[src/rtl/cfu_xnor_seq_pkg.sv]
// -----------------------------------------------------------------------------
// cfu_xnor_seq_pkg
// Shared definitions for the XNOR / XNOR-popcount custom-function unit:
//   - opcode values carried in cmd_payload_function_id[2:0]
//   - controller state encoding
//   - width of the per-command popcount partial sum (holds 0..32)
// -----------------------------------------------------------------------------
package cfu_xnor_seq_pkg;

  localparam logic [2:0] OP_XNOR   = 3'd0;
  localparam logic [2:0] OP_POPACC = 3'd1;
  localparam logic [2:0] OP_READ   = 3'd2;
  localparam logic [2:0] OP_CLEAR  = 3'd3;

  localparam int PSUM_W = 6;

  typedef enum logic [1:0] {
    ST_IDLE = 2'd0,
    ST_BUSY = 2'd1,
    ST_RESP = 2'd2
  } state_t;

endpackage

[src/rtl/cfu_xnor_seq_popcnt_slice.sv]
// -----------------------------------------------------------------------------
// cfu_popcnt_slice
// Combinational population count of a W-bit vector.
// Ports:
//   i_bits  [W-1:0]   vector to count
//   o_count [CW-1:0]  number of ones, CW = $clog2(W+1)
// -----------------------------------------------------------------------------
module cfu_popcnt_slice #(
  parameter int W = 4,
  localparam int CW = $clog2(W + 1)
) (
  input  logic [W-1:0]  i_bits,
  output logic [CW-1:0] o_count
);

  always_comb begin
    o_count = '0;
    for (int i = 0; i < W; i++) begin
      o_count = o_count + CW'(i_bits[i]);
    end
  end

endmodule

[src/rtl/cfu_xnor_seq.sv]
// -----------------------------------------------------------------------------
// cfu_xnor_seq
// Sequenced custom-function unit: single-cycle XNOR, bit-serial
// XNOR-popcount accumulate, accumulator read and read-and-clear.
// One command in flight; the result is held until the CPU takes it.
//
// Build option: define CFU_XNOR_SEQ_ACC_SAT_EN to make the POPACC
// accumulator add saturate at 2^ACC_WIDTH-1 instead of wrapping.
//
// Ports:
//   clk, reset                    clock, async active-high reset
//   cmd_valid / cmd_ready         command handshake
//   cmd_payload_function_id[9:0]  opcode in bits [2:0]
//   cmd_payload_inputs_0/1[31:0]  operands A and B
//   rsp_valid / rsp_ready         response handshake
//   rsp_payload_outputs_0[31:0]   result (acc zero-extended)
//
// state | meaning
// IDLE  | ready for a command
// BUSY  | shifting X through the popcount slice, BITS_PER_CYCLE per cycle
// RESP  | result held, waiting for rsp_ready
// -----------------------------------------------------------------------------
module cfu_xnor_seq
  import cfu_xnor_seq_pkg::*;
#(
  parameter int BITS_PER_CYCLE = 4,
  parameter int ACC_WIDTH      = 32
) (
  input  logic        clk,
  input  logic        reset,
  input  logic        cmd_valid,
  output logic        cmd_ready,
  input  logic [9:0]  cmd_payload_function_id,
  input  logic [31:0] cmd_payload_inputs_0,
  input  logic [31:0] cmd_payload_inputs_1,
  output logic        rsp_valid,
  input  logic        rsp_ready,
  output logic [31:0] rsp_payload_outputs_0
);

  localparam int          SL_W     = $clog2(BITS_PER_CYCLE + 1);
  localparam int          AW1      = ACC_WIDTH + 1;
  localparam logic [4:0]  CNT_INIT = 5'(32 / BITS_PER_CYCLE - 1);

  state_t                 r_state;
  state_t                 w_state_nxt;
  logic [31:0]            r_x;
  logic [PSUM_W-1:0]      r_psum;
  logic [4:0]             r_cnt;
  logic [ACC_WIDTH-1:0]   r_acc;
  logic [31:0]            r_rsp;

  logic [2:0]             w_op;
  logic [31:0]            w_xnor;
  logic [SL_W-1:0]        w_slice_cnt;
  logic [PSUM_W-1:0]      w_psum_nxt;
  logic [AW1-1:0]         w_acc_sum;
  logic [ACC_WIDTH-1:0]   w_acc_new;
  logic                   w_last;
  logic [6:0]             w_unused_fid;

  assign w_op         = cmd_payload_function_id[2:0];
  assign w_unused_fid = cmd_payload_function_id[9:3];
  assign w_xnor       = ~(cmd_payload_inputs_0 ^ cmd_payload_inputs_1);
  assign w_last       = (r_cnt == 5'd0);

  cfu_popcnt_slice #(.W(BITS_PER_CYCLE)) u_popcnt (
    .i_bits  (r_x[BITS_PER_CYCLE-1:0]),
    .o_count (w_slice_cnt)
  );

  // Partial sum including this cycle's slice; on the last BUSY cycle this
  // is the full popcount that goes into the accumulator.
  assign w_psum_nxt = r_psum + PSUM_W'(w_slice_cnt);
  assign w_acc_sum  = {1'b0, r_acc} + AW1'(w_psum_nxt);

`ifdef CFU_XNOR_SEQ_ACC_SAT_EN
  assign w_acc_new = w_acc_sum[ACC_WIDTH] ? '1 : w_acc_sum[ACC_WIDTH-1:0];
`else
  logic w_unused_carry;
  assign w_unused_carry = w_acc_sum[ACC_WIDTH];
  assign w_acc_new      = w_acc_sum[ACC_WIDTH-1:0];
`endif

  always_ff @(posedge clk or posedge reset) begin
    if (reset) r_state <= ST_IDLE;
    else       r_state <= w_state_nxt;
  end

  always_comb begin
    w_state_nxt = r_state;
    cmd_ready   = 1'b0;
    rsp_valid   = 1'b0;
    case (r_state)
      ST_IDLE: begin
        // Held low during reset so nothing is offered before release.
        cmd_ready = !reset;
        if (cmd_valid) w_state_nxt = (w_op == OP_POPACC) ? ST_BUSY : ST_RESP;
      end
      ST_BUSY: begin
        if (w_last) w_state_nxt = ST_RESP;
      end
      ST_RESP: begin
        rsp_valid = 1'b1;
        if (rsp_ready) w_state_nxt = ST_IDLE;
      end
      default: w_state_nxt = ST_IDLE;
    endcase
  end

  always_ff @(posedge clk or posedge reset) begin
    if (reset) begin
      r_x    <= '0;
      r_psum <= '0;
      r_cnt  <= '0;
      r_acc  <= '0;
      r_rsp  <= '0;
    end else begin
      case (r_state)
        ST_IDLE: begin
          if (cmd_valid) begin
            case (w_op)
              OP_POPACC: begin
                r_x    <= w_xnor;
                r_psum <= '0;
                r_cnt  <= CNT_INIT;
              end
              OP_XNOR:  r_rsp <= w_xnor;
              OP_READ:  r_rsp <= 32'(r_acc);
              OP_CLEAR: begin
                r_rsp <= 32'(r_acc);
                r_acc <= '0;
              end
              default:  r_rsp <= '0;
            endcase
          end
        end
        ST_BUSY: begin
          r_psum <= w_psum_nxt;
          r_x    <= r_x >> BITS_PER_CYCLE;
          if (w_last) begin
            r_acc <= w_acc_new;
            r_rsp <= 32'(w_acc_new);
          end else begin
            r_cnt <= r_cnt - 5'd1;
          end
        end
        default: ;
      endcase
    end
  end

  assign rsp_payload_outputs_0 = r_rsp;

endmodule

[config.mk]
export PLATFORM = sky130hd
export DESIGN_NAME = cfu_xnor_seq
export DESIGN_NICKNAME = d
export VERILOG_FILES = /design/src/rtl/cfu_xnor_seq_pkg.sv /design/src/rtl/cfu_xnor_seq_popcnt_slice.sv /design/src/rtl/cfu_xnor_seq.sv
export SDC_FILE = /design/constraint.sdc
export NUM_CORES = 1
export LEC_CHECK = 0
export BUFFER_PORTS_ARGS = -buffer_cell sky130_fd_sc_hd__buf_4
export CORE_AREA = 8 8 136 138
export DETAILED_ROUTE_END_ITERATION = 12
export DIE_AREA = 0 0 144 146
export PLACE_DENSITY = 0.7
export SLEW_MARGIN = 20
export SYNTH_ARGS = -nofsm -noshare
export SYNTH_HDL_FRONTEND = slang
export SYNTH_SLANG_ARGS = --single-unit
[constraint.sdc]
create_clock -name clk -period 11.25 [get_ports clk]
set_clock_uncertainty 0.15 [all_clocks]
set_input_delay 2.25 -clock clk [delete_from_list [all_inputs] [get_ports clk]]
set_output_delay 2.25 -clock clk [all_outputs]
set_load 0.02 [all_outputs]
### After elaboration in Yosys (flattened, before gate mapping)

Cells that the tools add are included.

| operators by class | value |
|---|---|
| eq/ne operators | 12 |
| bitwise gates (word level) | 2 |
| magnitude comparators | 0 |
| $mul | 0 |
| muxes and demuxes | 24 |
| reductions and logical operators | 11 |
| shifts and indexed selects | 0 |
| add/subtract/negate cells | 6 |
| divide/modulo/power cells | 0 |

Operator list:

| kind | count |
|---|---|
| 32-bit two-way mux | 6 |
| 32-bit one-hot mux with 2 select lines | 3 |
| 32-bit one-hot mux with 3 select lines | 1 |
| 32-bit by 6-bit adder with 32-bit output | 1 |
| 32-bit inverter | 1 |
| 32-bit bitwise XOR | 1 |
| 5-bit two-way mux | 3 |
| 6-bit two-way mux | 2 |
| 2-bit inequality test, second input constant | 6 |
| 6-bit one-hot mux with 2 select lines | 1 |
| 4-bit AND reduction | 3 |
| 5-bit one-hot mux with 2 select lines | 1 |
| 2-bit two-way mux | 4 |
| 3-bit by 1-bit adder with 3-bit output | 2 |
| 6-bit by 3-bit adder with 6-bit output | 1 |
| 3-bit by 2-bit equality test with 1-bit output, second input constant | 2 |
| 2-bit one-hot mux with 3 select lines | 1 |
| 3-bit AND reduction | 2 |
| 5-bit logical NOT | 1 |
| 5-bit by 1-bit subtractor with 5-bit output, second input constant | 1 |
| 3-bit by 1-bit equality test with 1-bit output, second input constant | 1 |
| 3-bit logical NOT | 1 |
| 1-bit by 1-bit adder with 2-bit output | 1 |
| 2-bit by 1-bit equality test with 1-bit output, second input constant | 1 |
| 7 further kinds | 8 |

| storage, ports and cells | value |
|---|---|
| flip-flop bits (word level) | 109 |
| memory bits (writable) | 0 |
| latch bits | 0 |
| output and inout bits | 34 |
| bits of input ports | 78 |
| logic and storage cells | 61 |
| memories | 0 |
| ROM bits | 0 |

### Longest topological paths before layout

| depth | value |
|---|---|
| depth in word-level cells | 7 |
| mapped depth | 19 |
| gate-level depth less buffers | 17 |

### Cells and area by module

From an unflattened synthesis, not the netlist that was laid out.

| unflattened totals | value |
|---|---|
| cells, all modules | 737 |
| area total of the unflattened synthesis | 6,492.5 um^2 |

Modules (own cells, without submodules):

| module | instances | area each (um^2) | sequential area each (um^2) | cells an instance |
|---|---|---|---|---|
| cfu_xnor_seq | 1 | 6,428.7 | 2,727.6 | 729 |
| cfu_popcnt_slice | 1 | 63.8 | 0.0 | 8 |

### Least setup slack after synthesis

OpenSTA, ideal clock, no wires.

| timing path | value |
|---|---|
| path kind | input -> output |
| start | in reset |
| end | out cmd_ready |
| arrival time | 2,705 ps |
| buffers on the path | 0 |
| stages | 1 |
| path slack | 6,145 ps |
| data required time | 8,850 ps |
| cells stage by stage | nor3_1 |

| on the way | value |
|---|---|
| word-level cells in the longest chain between the ends | 2 |

Ends and longest elaborated chain:

| what | RTL line | source |
|---|---|---|
| start, declared | cfu_xnor_seq.sv:30 | `input logic reset,` |
| 1-bit logical NOT (no source line) | -- |  |
| 1-bit two-way mux | cfu_xnor_seq.sv:94 | `case (r_state)` |
| end, declared | cfu_xnor_seq.sv:32 | `output logic cmd_ready,` |

Every way passes these cells.

### Final worst setup path

Same ends and word-level chain as after synthesis.

==> impl_metrics.env <==
export IMPL_leakage_nw=3.329
export IMPL_synth_commonest_cells="nand2_1 (129), dfrtp_1 (109), nor2_1 (68)"
export IMPL_fin_crit_sh_pct=45.11
export IMPL_start_util_pct=39.33
export IMPL_yosys_top_cells_area="dfrtp_1 (43%), nand2_1 (7.6%), xnor2_1 (5.6%), o21ai_0 (4.4%), nor2_1 (4.0%)"
export IMPL_max_slew_margin_pct=32.75
export IMPL_finalHoldViolCount=0
export IMPL_ant_nets=0
export IMPL_cts_setup_buffers=0
export IMPL_crit_arrival_ns=2.67
export IMPL_rows=47
export IMPL_critPathCapture="cmd_ready"
export IMPL_syn_area_um2=6407
export IMPL_reg2regPathDepth=17
export IMPL_tightest_slew_ns=1.009
export IMPL_worstSetupPathType="primary input to primary output"
export IMPL_drv_slew=0
export IMPL_drtIter0Drc=554
export IMPL_syn_to_final_growth_pct=19.49
export IMPL_busiest_layer="met2"
export IMPL_gp_congestion=0.8773
export IMPL_synth_top_area_share_pct=42.57
export IMPL_synth_top_flop_cell="dfrtp_1"
export IMPL_core_area_um2=16290
export IMPL_routedWlPerCell_um=18.04
export IMPL_setup_viol=0
export IMPL_syn_nets=829
export IMPL_wirelength_mm=18.67
export IMPL_worstHoldPathCells=2
export IMPL_dieWidth_um=144
export IMPL_layout_min_cycle_time_ns=5.075
export IMPL_cts_hold_buf=0
export IMPL_root_buffer="clkbuf_16"
export IMPL_fin_nets=905
export IMPL_htreeDepth=3
export IMPL_post_cts_resized=0
export IMPL_ys_types=58
export IMPL_grtUsageMet2_pct=27.78
export IMPL_synth_warnings=0
export IMPL_setup_tns_ns=0
export IMPL_synthCells=735
export IMPL_firstDrtPassIters=5
export IMPL_globalRouteTotalUtil_pct=17.85
export IMPL_met1_usage_pct=23.69
export IMPL_vdd_drop_max_mv=0.1075
export IMPL_cts_buffers=9
export IMPL_rr_endpoint="rsp_payload_outputs_0[26]"
export IMPL_grt_pass1_wl_mm=29.73
export IMPL_io_pins=112
export IMPL_hold_class="flip-flop to flip-flop"
export IMPL_crit_path_end_kind="primary output"
export IMPL_clock_latency_ns=0.36
export IMPL_grt_antenna_before_repair=0
export IMPL_cts_tree="done"
export IMPL_max_freq_ghz=0.1971
export IMPL_rr_startpoint="r_x[0]"
export IMPL_grt_setup_unrepaired="false"
export IMPL_avgViaCountPerCell=5.609
export IMPL_io_buffers=104
export IMPL_fillers=1612
export IMPL_worst_endpoint_required_ns=8.85
export IMPL_synth_most_common_cell="nand2_1"
export IMPL_dieArea_um2=21020
export IMPL_syn_area_per_cell_um2=8.718
export IMPL_yosysSeqAreaShare_pct=42.57
export IMPL_gr_total_overflow=0
export IMPL_cap_violations=0
export IMPL_synth_edf_count=0
export IMPL_clkTransAtPathRegs_ns=0.07
export IMPL_startpoint_type="primary input"
export IMPL_die_y_um=146
export IMPL_ys_seq_elements=109
export IMPL_r2r_setup_slack_ns=6.42
export IMPL_cp_max_fo=2
export IMPL_hpwl_mm=13.02
export IMPL_route_detailed_drc=0
export IMPL_critPathLaunch="reset"
export IMPL_synth_top_area_cell="dfrtp_1"
export IMPL_status="complete, no violations"
export IMPL_grt_max_degree=94
export IMPL_holdWs_ns=0.3318
export IMPL_clock_sinks=109
export IMPL_antenna_cells=0
export IMPL_cts_buffer_depth=2
export IMPL_grt_met3_usage_pct=3.970
export IMPL_power_density_nw_per_um2=210.1
export IMPL_final_layout_size_suffix_gt1_share_pct=17.79
export IMPL_vias=5805
export IMPL_async_reset_ff_share_pct=100.0
export IMPL_grt_pass1_vias=5587
-- how the worst min path moves through the flow --
stage | startpoint | end
finish | rsp_payload_outputs_0[2] | rsp_payload_outputs_0[2]
global route | rsp_payload_outputs_0[9] | rsp_payload_outputs_0[9]
CTS | r_x[23] | r_x[19]
detailed placement | r_x[23] | r_x[19]
global placement | r_x[23] | r_x[19]
floorplan | r_x[27] | r_x[23]
-- report_power, final --
group          switching, W  internal [W]
sequential         0.000106      0.000523
combinational      0.000376      0.000281
clock              0.000145      0.000178
total              0.000626      0.000982
-- through the flow --
step	utilization (%)	worst slack, ns	cell area (µm²)	power, W	cells
6_report	47.00	6.175	7656	0.001609	1035
3_5_place_dp	45.20	6.184	7363	0.001286	1020
3_3_place_gp	45.20	6.181	7363	0.001268	1020
5_1_grt	47.00	6.145	7656	0.001720	1035
4_1_cts	47.00	6.174	7656	0.001614	1035
2_1_floorplan	-	5.976	6407	0.001059	735
-- metal layers --
| layer | part of all wire [%] | up-vias |
|---|---|---|
| met3 | 7.1 | 33 |
| met5 | 0 | - |
| li1 | - | 2762 |
| met2 | 47 | 234 |
| met1 | 43 | 2776 |
| met4 | 3.2 | 0 |
-- kinds of logic (layout without fill, tap and decap cells) --
logic type,after synthesis,after routing,share of synthesized area (%)
muxes,2,2,0.3125
adders and majority gates,16,16,3.476
and+or+nand+nor,263,263,18.57
xor gates and xnor gates,58,58,7.928
buffers and inverters,74,154,4.472
DFF,109,109,42.57
AOI/OAI and AO/OA,213,213,22.67
-- flip-flops by register name (all words and copies together), names as in the netlist --
signal	count
r_acc	32
r_x	32
rsp_payload_outputs_0	32
r_psum	6
r_cnt	5
r_state	2
-- critical path: stages --
cell	delay (ns)
buf_4	0.12
nor3_1	0.13
buf_4	0.17
-- layout by cell type, fill, tap and decap left out, types with 5 or more instances in the layout --
master / count
inv_1: 23
a22oi_1: 5
buf_4: 115
xor2_1: 17
ha_1: 13
dfrtp_1: 109
a31oi_1: 35
nor2b_1: 5
o31ai_1: 9
a222oi_1: 13
nand3_1: 17
a221oi_1: 10
a21oi_1: 40
clkbuf_16: 9
nor2_1: 67
nand2_1: 129
xnor2_1: 41
nor3_1: 6
a211oi_1: 7
and4_1: 6
o21ai_0: 56
-- cell type report --
class,instances,area [µm²],area share [%]
timing repair buffer,115,863.3,11.28
clock buffer,12,246.5,3.219
tap,220,275.3,3.595
sequential,109,2728,35.63
clock inverter,3,46.29,0.6047
multi-input combinational,552,3405,44.47
inverter,24,92.59,1.209
No activity file was read; power rests on OpenSTA's default activity.
